**src/rtl/mem_port_arbiter_if.sv**
```systemverilog
// Signal bundle between the two requesters, the arbiter and the memory backend.
// master: the environment (MEM stage, IF stage, backend); slave: the arbiter itself.
interface mem_port_arbiter_if;
  logic        d_req;
  logic        d_we;
  logic [2:0]  d_rwtype;
  logic [31:0] d_addr;
  logic [31:0] d_wdata;
  logic [31:0] d_rdata;
  logic        d_done;

  logic        i_req;
  logic [31:0] i_addr;
  logic [31:0] i_rdata;
  logic        i_done;

  logic        m_req;
  logic        m_we;
  logic [2:0]  m_rwtype;
  logic [31:0] m_addr;
  logic [31:0] m_wdata;
  logic [31:0] m_rdata;
  logic        m_ack;

  modport master (
    output d_req, d_we, d_rwtype, d_addr, d_wdata,
    input  d_rdata, d_done,
    output i_req, i_addr,
    input  i_rdata, i_done,
    input  m_req, m_we, m_rwtype, m_addr, m_wdata,
    output m_rdata, m_ack
  );

  modport slave (
    input  d_req, d_we, d_rwtype, d_addr, d_wdata,
    output d_rdata, d_done,
    input  i_req, i_addr,
    output i_rdata, i_done,
    output m_req, m_we, m_rwtype, m_addr, m_wdata,
    input  m_rdata, m_ack
  );
endinterface

```
**src/rtl/mem_port_arbiter.sv**
```systemverilog
// Shares one memory backend between the data port (priority) and instruction fetch,
// with a streak counter that forces a fetch grant after MAX_D_STREAK contested data grants.
// Handshake: requesters hold req until their one-cycle done; backend sees m_req held
// with stable fields until a one-cycle m_ack, and m_req drops only on ack or reset.
module mem_port_arbiter #(
  parameter int unsigned MAX_D_STREAK = 4
) (
  input  logic                 clk,
  input  logic                 rst,
  mem_port_arbiter_if.slave    bus,
  output logic [1:0]           state_dbg,
  output logic [3:0]           streak_dbg
);

  typedef enum logic [1:0] {
    IDLE = 2'd0,
    BUSY = 2'd1,
    RESP = 2'd2
  } state_t;

  localparam logic [3:0] STREAK_MAX = 4'(MAX_D_STREAK);
  localparam logic [2:0] FETCH_RWTYPE = 3'b010;

  state_t      state;
  logic [3:0]  streak;
  logic        owner_fetch;
  logic        m_req_q;
  logic        m_we_q;
  logic [2:0]  m_rwtype_q;
  logic [31:0] m_addr_q;
  logic [31:0] m_wdata_q;
  logic [31:0] d_rdata_q;
  logic [31:0] i_rdata_q;
  logic        d_done_q;
  logic        i_done_q;
  logic        grant_fetch;

  // Data wins unless it has already taken MAX_D_STREAK grants while fetch waited.
  always_comb begin
    grant_fetch = 1'b0;
    if (bus.i_req && (!bus.d_req || streak == STREAK_MAX)) grant_fetch = 1'b1;
  end

  always_ff @(posedge clk) begin
    if (rst) begin
      state       <= IDLE;
      streak      <= 4'd0;
      owner_fetch <= 1'b0;
      m_req_q     <= 1'b0;
      m_we_q      <= 1'b0;
      m_rwtype_q  <= 3'b000;
      m_addr_q    <= 32'd0;
      m_wdata_q   <= 32'd0;
      d_rdata_q   <= 32'd0;
      i_rdata_q   <= 32'd0;
      d_done_q    <= 1'b0;
      i_done_q    <= 1'b0;
    end else begin
      d_done_q <= 1'b0;
      i_done_q <= 1'b0;
      unique case (state)
        IDLE: begin
          if (bus.d_req || bus.i_req) begin
            owner_fetch <= grant_fetch;
            m_req_q     <= 1'b1;
            state       <= BUSY;
            if (grant_fetch) begin
              m_we_q     <= 1'b0;
              m_rwtype_q <= FETCH_RWTYPE;
              m_addr_q   <= bus.i_addr;
              m_wdata_q  <= 32'd0;
              streak     <= 4'd0;
            end else begin
              m_we_q     <= bus.d_we;
              m_rwtype_q <= bus.d_rwtype;
              m_addr_q   <= bus.d_addr;
              m_wdata_q  <= bus.d_wdata;
              if (!bus.i_req)               streak <= 4'd0;
              else if (streak != STREAK_MAX) streak <= streak + 4'd1;
            end
          end
        end
        BUSY: begin
          if (bus.m_ack) begin
            m_req_q <= 1'b0;
            state   <= RESP;
            if (owner_fetch) begin
              i_done_q <= 1'b1;
              if (!m_we_q) i_rdata_q <= bus.m_rdata;
            end else begin
              d_done_q <= 1'b1;
              if (!m_we_q) d_rdata_q <= bus.m_rdata;
            end
          end
        end
        RESP: begin
          // Done is visible this cycle; skipping arbitration lets the owner drop req.
          state <= IDLE;
        end
        default: state <= IDLE;
      endcase
    end
  end

  assign bus.m_req    = m_req_q;
  assign bus.m_we     = m_we_q;
  assign bus.m_rwtype = m_rwtype_q;
  assign bus.m_addr   = m_addr_q;
  assign bus.m_wdata  = m_wdata_q;
  assign bus.d_rdata  = d_rdata_q;
  assign bus.i_rdata  = i_rdata_q;
  assign bus.d_done   = d_done_q;
  assign bus.i_done   = i_done_q;
  assign state_dbg    = state;
  assign streak_dbg   = streak;

endmodule

```
**src/flat_wrapper.sv**
```systemverilog
// flat-port wrapper written by rule: the top's interface ports become plain ports
module mem_port_arbiter_flat 
#(
  parameter int unsigned MAX_D_STREAK = 4
)
  (clk, rst, state_dbg, streak_dbg, bus_d_req, bus_d_we, bus_d_rwtype, bus_d_addr, bus_d_wdata, bus_d_rdata, bus_d_done, bus_i_req, bus_i_addr, bus_i_rdata, bus_i_done, bus_m_req, bus_m_we, bus_m_rwtype, bus_m_addr, bus_m_wdata, bus_m_rdata, bus_m_ack);
  mem_port_arbiter_if bus_i ();
  input  logic clk;
  input  logic rst;
  output logic [1:0] state_dbg;
  output logic [3:0] streak_dbg;
  input wire logic [$bits(bus_i.d_req)-1:0] bus_d_req;
  input wire logic [$bits(bus_i.d_we)-1:0] bus_d_we;
  input wire logic [$bits(bus_i.d_rwtype)-1:0] bus_d_rwtype;
  input wire logic [$bits(bus_i.d_addr)-1:0] bus_d_addr;
  input wire logic [$bits(bus_i.d_wdata)-1:0] bus_d_wdata;
  output wire logic [$bits(bus_i.d_rdata)-1:0] bus_d_rdata;
  output wire logic [$bits(bus_i.d_done)-1:0] bus_d_done;
  input wire logic [$bits(bus_i.i_req)-1:0] bus_i_req;
  input wire logic [$bits(bus_i.i_addr)-1:0] bus_i_addr;
  output wire logic [$bits(bus_i.i_rdata)-1:0] bus_i_rdata;
  output wire logic [$bits(bus_i.i_done)-1:0] bus_i_done;
  output wire logic [$bits(bus_i.m_req)-1:0] bus_m_req;
  output wire logic [$bits(bus_i.m_we)-1:0] bus_m_we;
  output wire logic [$bits(bus_i.m_rwtype)-1:0] bus_m_rwtype;
  output wire logic [$bits(bus_i.m_addr)-1:0] bus_m_addr;
  output wire logic [$bits(bus_i.m_wdata)-1:0] bus_m_wdata;
  input wire logic [$bits(bus_i.m_rdata)-1:0] bus_m_rdata;
  input wire logic [$bits(bus_i.m_ack)-1:0] bus_m_ack;
  assign bus_i.d_req = bus_d_req;
  assign bus_i.d_we = bus_d_we;
  assign bus_i.d_rwtype = bus_d_rwtype;
  assign bus_i.d_addr = bus_d_addr;
  assign bus_i.d_wdata = bus_d_wdata;
  assign bus_d_rdata = bus_i.d_rdata;
  assign bus_d_done = bus_i.d_done;
  assign bus_i.i_req = bus_i_req;
  assign bus_i.i_addr = bus_i_addr;
  assign bus_i_rdata = bus_i.i_rdata;
  assign bus_i_done = bus_i.i_done;
  assign bus_m_req = bus_i.m_req;
  assign bus_m_we = bus_i.m_we;
  assign bus_m_rwtype = bus_i.m_rwtype;
  assign bus_m_addr = bus_i.m_addr;
  assign bus_m_wdata = bus_i.m_wdata;
  assign bus_i.m_rdata = bus_m_rdata;
  assign bus_i.m_ack = bus_m_ack;
  mem_port_arbiter #(.MAX_D_STREAK(MAX_D_STREAK)) u_core (.clk(clk), .rst(rst), .bus(bus_i), .state_dbg(state_dbg), .streak_dbg(streak_dbg));
endmodule
```
**config.mk**
```make
export PLATFORM = sky130hd
export DESIGN_NAME = mem_port_arbiter_flat
export DESIGN_NICKNAME = d
export VERILOG_FILES = /design/src/rtl/mem_port_arbiter_if.sv /design/src/rtl/mem_port_arbiter.sv /design/src/flat_wrapper.sv
export SDC_FILE = /design/constraint.sdc
export NUM_CORES = 1
export LEC_CHECK = 0
export CAP_MARGIN = 20
export CORE_UTILIZATION = 29
export CTS_BUF_LIST = sky130_fd_sc_hd__clkbuf_2 sky130_fd_sc_hd__clkbuf_4 sky130_fd_sc_hd__clkbuf_8
export DETAILED_ROUTE_END_ITERATION = 10
export HOLD_SLACK_MARGIN = 0.08
export PLACE_DENSITY = 0.67
export SETUP_SLACK_MARGIN = 0.4
export SLEW_MARGIN = 40
export SYNTH_ARGS = -nofsm -noshare
export SYNTH_HDL_FRONTEND = slang
export SYNTH_SLANG_ARGS = --single-unit
```
**constraint.sdc**
```tcl
create_clock -name clk -period 3.1 [get_ports clk]
set_clock_uncertainty 0.05 [all_clocks]
set_input_delay 0.62 -clock clk [delete_from_list [all_inputs] [get_ports clk]]
set_output_delay 0.62 -clock clk [all_outputs]
set_load 0.02 [all_outputs]
```
==> flow_summary.toml, run 1 <==
[status]
status = "completed"

[pwr]
p_clk_share_pct = 34.8
powerDensity_mw_per_mm2 = 511
comb_power_share_pct = 20.4
power_switching_mw = 1.27
internal-power_mw = 3.17
power_mw = 4.45
ir_worst_vdd_mv = 0.264
switching_share_pct = 28.6
p_leak_nw = 3.11
p_seq_share_pct = 44.9

[synthesis]
async_flop_share_pct = 0
syn_area_per_cell_um2 = 8.01
synthFlopType = "dfxtp_1"
ys_seq_area_share_pct = 53.0
synth_top_cell_by_area = "dfxtp_1"
ys_ff_latch = 142
syn-num-nets = 808
synth_edf_count = 0
postSynthCellCount = 669
synth.cell_area_mm2 = 0.00536
synth.top_cell.area_share_pct = 53.0
yosysWarnings = 0
synth_cell_type_count = 29
synth_area_leaders = "dfxtp_1 (53%), nand2_1 (14%), a21oi_1 (13%)"

[detailed_routing]
drt_first_pass_iters = 4
drtAntennaViolNets = 0
post_drt_via_cell_ratio = 4.73
drt_iter0_markers = 242
num_vias = 5500
route.detailed.drc = 0
postRouteWirelength_um = 17400
wl_per_cell_um = 14.9

[critical_path]
r2r_cells = 7
end_kind = "output pin"
path_cells = "clkdlybuf4s50_1"
slowest_delay_ns = 0.71
path_delay_family = "buffers and inverters"
required_ns = 2.43
r2r_slack_ns = 1.14
critPathKind = "reg -> out"
start_kind = "flip-flop"
critical_path_arrival_ns = 1.66
rr_endpoint = "u_core.bus.m_addr[21]"
worstPathMaxFanout = 6
crit_slowest_cell = "clkdlybuf4s50_1"
rr_startpoint = "u_core.streak_dbg[0]"
path_buf_inv = 1

[die]
die_area_mm2 = 0.0190
io_pins = 278
die_x_um = 138
start_util_pct = 29.7
rows = 49
die_height_um = 138
core_area_mm2 = 0.0180

[finish]
nNetsFinal = 1061
syn_to_final_growth_pct = 62.3
antenna_cells = 0
drive_gt1_share_pct = 5.99

[cts]
cts_sinks = 142
cts_tree = "done"
cts_made_buffers = 17
clk_latency_ns = 0.44
cts.repair.resized = 0
path_clk_slew_ns = 0.08
cts.path.max_buffers = 2
cts_setup_buffers = 0
cts-htree-levels = 4
cts_root_buf = "clkbuf_8"
postCtsHoldBufs = 0

[grt]
grt_start_max_net_pins = 76
grt_usage_pct = 18.2
met1_usage_pct = 21.2
met2_usage_pct = 30.2
met3_usage_pct = 7.71
grt_pass1_wl_um = 26700
overflow = 0
busiest_layer = "met2"
grt_antenna_before_repair = 0
grt_pass1_vias = 5269

[worst_hold_path]
holdPathStages = 2
hold_path_end = "u_core.bus.m_wdata[8]"
hp-class = "reg -> reg"
holdCritStartpoint = "u_core.bus.m_wdata[8]"

[sta]
period_minus_slack_ns = 2.33
maxSlewViolCount = 0
hold_viol_final = 0
max_freq_mhz = 430
period_share_pct = 75.1
fin_setup_tns_ns = 0
rsz0062_at_grt = "no"
tightest_slew_ns = 0.521
maxSlewHeadroom_pct = 65.3
setup_viol = 0
fin_ws_ns = 0.773

[placed_design]
hpwl_um = 11800
pre_cts_ws_ns = 0.615
port_buffers = 277
gp_congestion = 0.739

[job]
cap_violations = 0
==> cells by family after synthesis <==
group	count (synthesis)	synth area share (%)
simple gates	292	22.8
compound gates	174	18.2
flops	142	53.0
buf+inv	59	5.46
fa+ha+maj	2	0.467
==> power groups by stage <==
stage | Clock [mW] | Sequential [mW] | Combinational [mW]
finish | 1.55 | 1.99 | 0.905
global route | 1.69 | 2.01 | 0.977
CTS | 1.60 | 2.00 | 0.915
detailed placement | 0 | 2.04 | 0.910
global placement | 0 | 2.03 | 0.910
floorplan | 0 | 2.16 | 0.298
==> area by class of cell <==
class	instances	area, um2
clock buffers	21	283
fillers	1790	9320
flip-flops and latches	142	2840
clock inverters	11	130
multi-input cells	468	2250
inverters	2	7.51
well taps	229	287
repair buffers	291	2900
==> routing by layer <==
metal	share of wire [%]	up-vias
li1	-	2738
met1	42	2526
met2	47	218
met3	10	18
met4	1.4	0
met5	0	-
==> flip-flops by register name (all words and copies together) (netlist names), 2 cells and up <==
signal and count:
u_core.bus.d_rdata 32, u_core.bus.m_rwtype 3, u_core.bus.i_rdata 32, u_core.bus.m_addr 32
u_core.streak_dbg 4, u_core.bus.m_wdata 32, u_core.state_dbg 2
==> worst max-delay path by stage <==
stage / start / end / slack [ns] / cells after the start
finish: u_core.bus.m_we / bus_m_we / 0.77 / 1
global route: u_core.bus.m_we / bus_m_we / 0.69 / 1
CTS: u_core.bus.m_we / bus_m_we / 0.74 / 1
detailed placement: bus_i_req / u_core.bus.m_addr[15] / 0.62 / 5
global placement: bus_i_req / u_core.bus.m_addr[15] / 0.66 / 5
floorplan: u_core.streak_dbg[0] / u_core.bus.m_wdata[10] / 1.40 / 8
==> Yosys cell counts, drive strengths merged, types with 2 or more instances <==
cell and n:
inv 2, clkbuf 23, nand3 39, a31oi 2, nand2 201, or3b 2
nor3 5, dfxtp 142, ha 2, nor2 37, buf 34, nand3b 3
a21oi 135, a211oi 32
==> placed cells by master (no fill, tap or decap), types with 2 or more instances in the layout <==
cell / instances
clkdlybuf4s50_1: 276
nand2_1: 201
dfxtp_1: 142
a21oi_1: 135
nand3_1: 39
nor2_1: 37
a211oi_1: 32
clkbuf_8: 20
buf_4: 13
nor3_1: 4
clkinvlp_4: 4
inv_6: 3
inv_1: 2
nand3b_4: 2
a31oi_1: 2
ha_1: 2
bufinv_16: 2
buf_12: 2
==> through the flow <==
step	hold slack (ns)	area (um2)	utilization, %	std cells
after floorplan	0.441	5360	-	669
after global placement	0.391	8290	46.0	1132
after detailed placement	0.396	8290	46.0	1132
after CTS	0.406	8700	48.3	1164
after global routing	0.424	8700	48.3	1164
final	0.405	8700	48.3	1164
No activity file was read; power rests on OpenSTA's default activity.
==> run 2: changes to the inputs <==
--- a/config.mk
+++ b/config.mk
@@ -10,7 +10,7 @@
 export CTS_BUF_LIST = sky130_fd_sc_hd__clkbuf_2 sky130_fd_sc_hd__clkbuf_4 sky130_fd_sc_hd__clkbuf_8
 export DETAILED_ROUTE_END_ITERATION = 10
 export HOLD_SLACK_MARGIN = 0.08
-export PLACE_DENSITY = 0.67
+export PLACE_DENSITY = 0.69
 export SETUP_SLACK_MARGIN = 0.4
 export SLEW_MARGIN = 40
 export SYNTH_ARGS = -nofsm -noshare
==> constraint.sdc (replaced) <==
create_clock -name clk -period 2.1 [get_ports clk]
set_clock_uncertainty 0.05 [all_clocks]
set_input_delay 0.42 -clock clk [delete_from_list [all_inputs] [get_ports clk]]
set_output_delay 0.42 -clock clk [all_outputs]
set_load 0.02 [all_outputs]
==> run 2 against run 1 <==
Compared with the run above:
- global-route usage shrank 0.15 points
- final area is 0.19% higher
- sequential cell count did not move
- power grew 41%
- setup slack lost 0.30 ns
==> flow_summary.toml, run 2 (same netlist as run 1, synthesis figures left out) <==
[cts]
cts_tree = "done"
cts.path.max_buffers = 2
cts-htree-levels = 4
path_clk_slew_ns = 0.09
cts_root_buf = "clkbuf_8"
clk_latency_ns = 0.44
cts_made_buffers = 17
cts_sinks = 142

[finish]
antenna_cells = 0
final_cell_area_mm2 = 0.00872
final_cells = 1170
final_cell_mix = "nand2_1 (201), dfxtp_1 (137), a21oi_1 (135), clkdlybuf4s50_1 (135), dlygate4sd2_1 (124)"
syn_to_final_growth_pct = 62.6
final_common_cell = "nand2_1"
nNetsFinal = 1067
drive_gt1_share_pct = 8.18
fillers = 1790

[sta]
rsz0062_at_grt = "yes"
maxSlewHeadroom_pct = 79.4
max_freq_mhz = 613
tightest_slew_ns = 0.308
fin_ws_ns = 0.469
maxSlewViolCount = 0
setup_viol = 0
period_share_pct = 77.6
fin_setup_tns_ns = 0
hold_viol_final = 0
period_minus_slack_ns = 1.63

[pwr]
powerDensity_mw_per_mm2 = 721
ir_worst_vdd_mv = 0.397
power_mw = 6.28
p_leak_nw = 3.71

[die]
die_area_mm2 = 0.0190
rows = 49
die_x_um = 138
start_util_pct = 29.7
io_pins = 278
core_area_mm2 = 0.0180
die_height_um = 138

[worst_hold_path]
holdPathStages = 2
hp-class = "in -> reg"

[placed_design]
place_area_mm2 = 0.00843
port_buffers = 277
place_inst = 1136
pre_cts_ws_ns = 0.0940
gp_congestion = 0.780
hpwl_um = 11900

[grt]
grt_pass1_wl_um = 26400
grt_start_max_net_pins = 55
overflow = 0
grt_pass1_vias = 5048
grt_usage_pct = 18.1
grt_antenna_before_repair = 0

[critical_path]
end_kind = "output pin"
crit_cells = 1
r2r_cells = 7
path_delay_family = "flip-flops"
path_cells = "clkdlybuf4s15_2"
required_ns = 1.63
worstPathMaxFanout = 5
slowest_delay_ns = 0.42
start_kind = "flip-flop"
critical_path_arrival_ns = 1.16
crit_slowest_cell = "dfxtp_1"
path_buf_inv = 1
critPathKind = "reg -> out"

[detailed_routing]
drt_first_pass_iters = 4
route.detailed.drc = 0
post_drt_via_cell_ratio = 4.69
drtAntennaViolNets = 0
num_vias = 5489
drt_iter0_markers = 229
wl_per_cell_um = 14.9
postRouteWirelength_um = 17400

[job]
cap_violations = 0

[status]
status = "completed"
[run 2: cell count changes in the layout (fill, tap and decap cells not counted), sizes merged]
cell,delta
dlygate4sd2,+124
bufinv,-2
clkinv,+2
clkbuf,-1
clkdlybuf4s15,+16
clkdlybuf4s50,-141
inv,+4
buf,+4
[run 2: repair_timing]
item,in CTS,in global routing
gates resized for setup,157,19
setup endpoints to repair,172,53
hold buffers,0,0
setup buffers,0,0
cloned,0,2
[run 2: final timing paths]
kind	slack [ns]	to	from
worst min-delay path	0.27	u_core.bus.m_addr[30]	rst
worst min register to register	0.40	u_core.bus.m_wdata[15]	u_core.bus.m_wdata[15]
worst max register to register	0.50	u_core.bus.m_addr[31]	u_core.streak_dbg[0]
worst max-delay path	0.47	state_dbg[1]	u_core.state_dbg[1]
[run 2: layout make-up]
class / instances / area [um2] / area share [%]
flip-flops and latches: 142 / 2850 / 32.7
inverters: 2 / 7.51 / 0.0861
multi-input cells: 468 / 2260 / 26.0
clock buffers: 17 / 234 / 2.68
repair buffers: 297 / 2950 / 33.8
well taps: 229 / 287 / 3.29
clock inverters: 15 / 128 / 1.46
[run 2: where the power goes]
group / internal, mW / leakage [nW] / total (mW) / switching (mW)
Sequential: 2.85 / 1.16 / 2.93 / 0.0818
Combinational: 0.599 / 2.37 / 1.30 / 0.697
Clock: 0.852 / 0.174 / 2.05 / 1.20
[run 2: metrics by stage]
stage / utilization [%] / hold slack, ns
3_5_place_dp: 46.8 / 0.395
2_1_floorplan: - / 0.441
5_1_grt: 48.4 / 0.259
3_3_place_gp: 46.8 / 0.390
4_1_cts: 47.9 / 0.240
6_report: 48.4 / 0.271
[run 2: routing by layer]
metal | up-vias | track usage, % | part of all wire [%]
met5 | - | 0 | 0
met4 | 0 | 6.64 | 1.8
met3 | 17 | 7.27 | 9.4
met2 | 203 | 29.6 | 47
met1 | 2508 | 21.1 | 42
li1 | 2761 | - | -
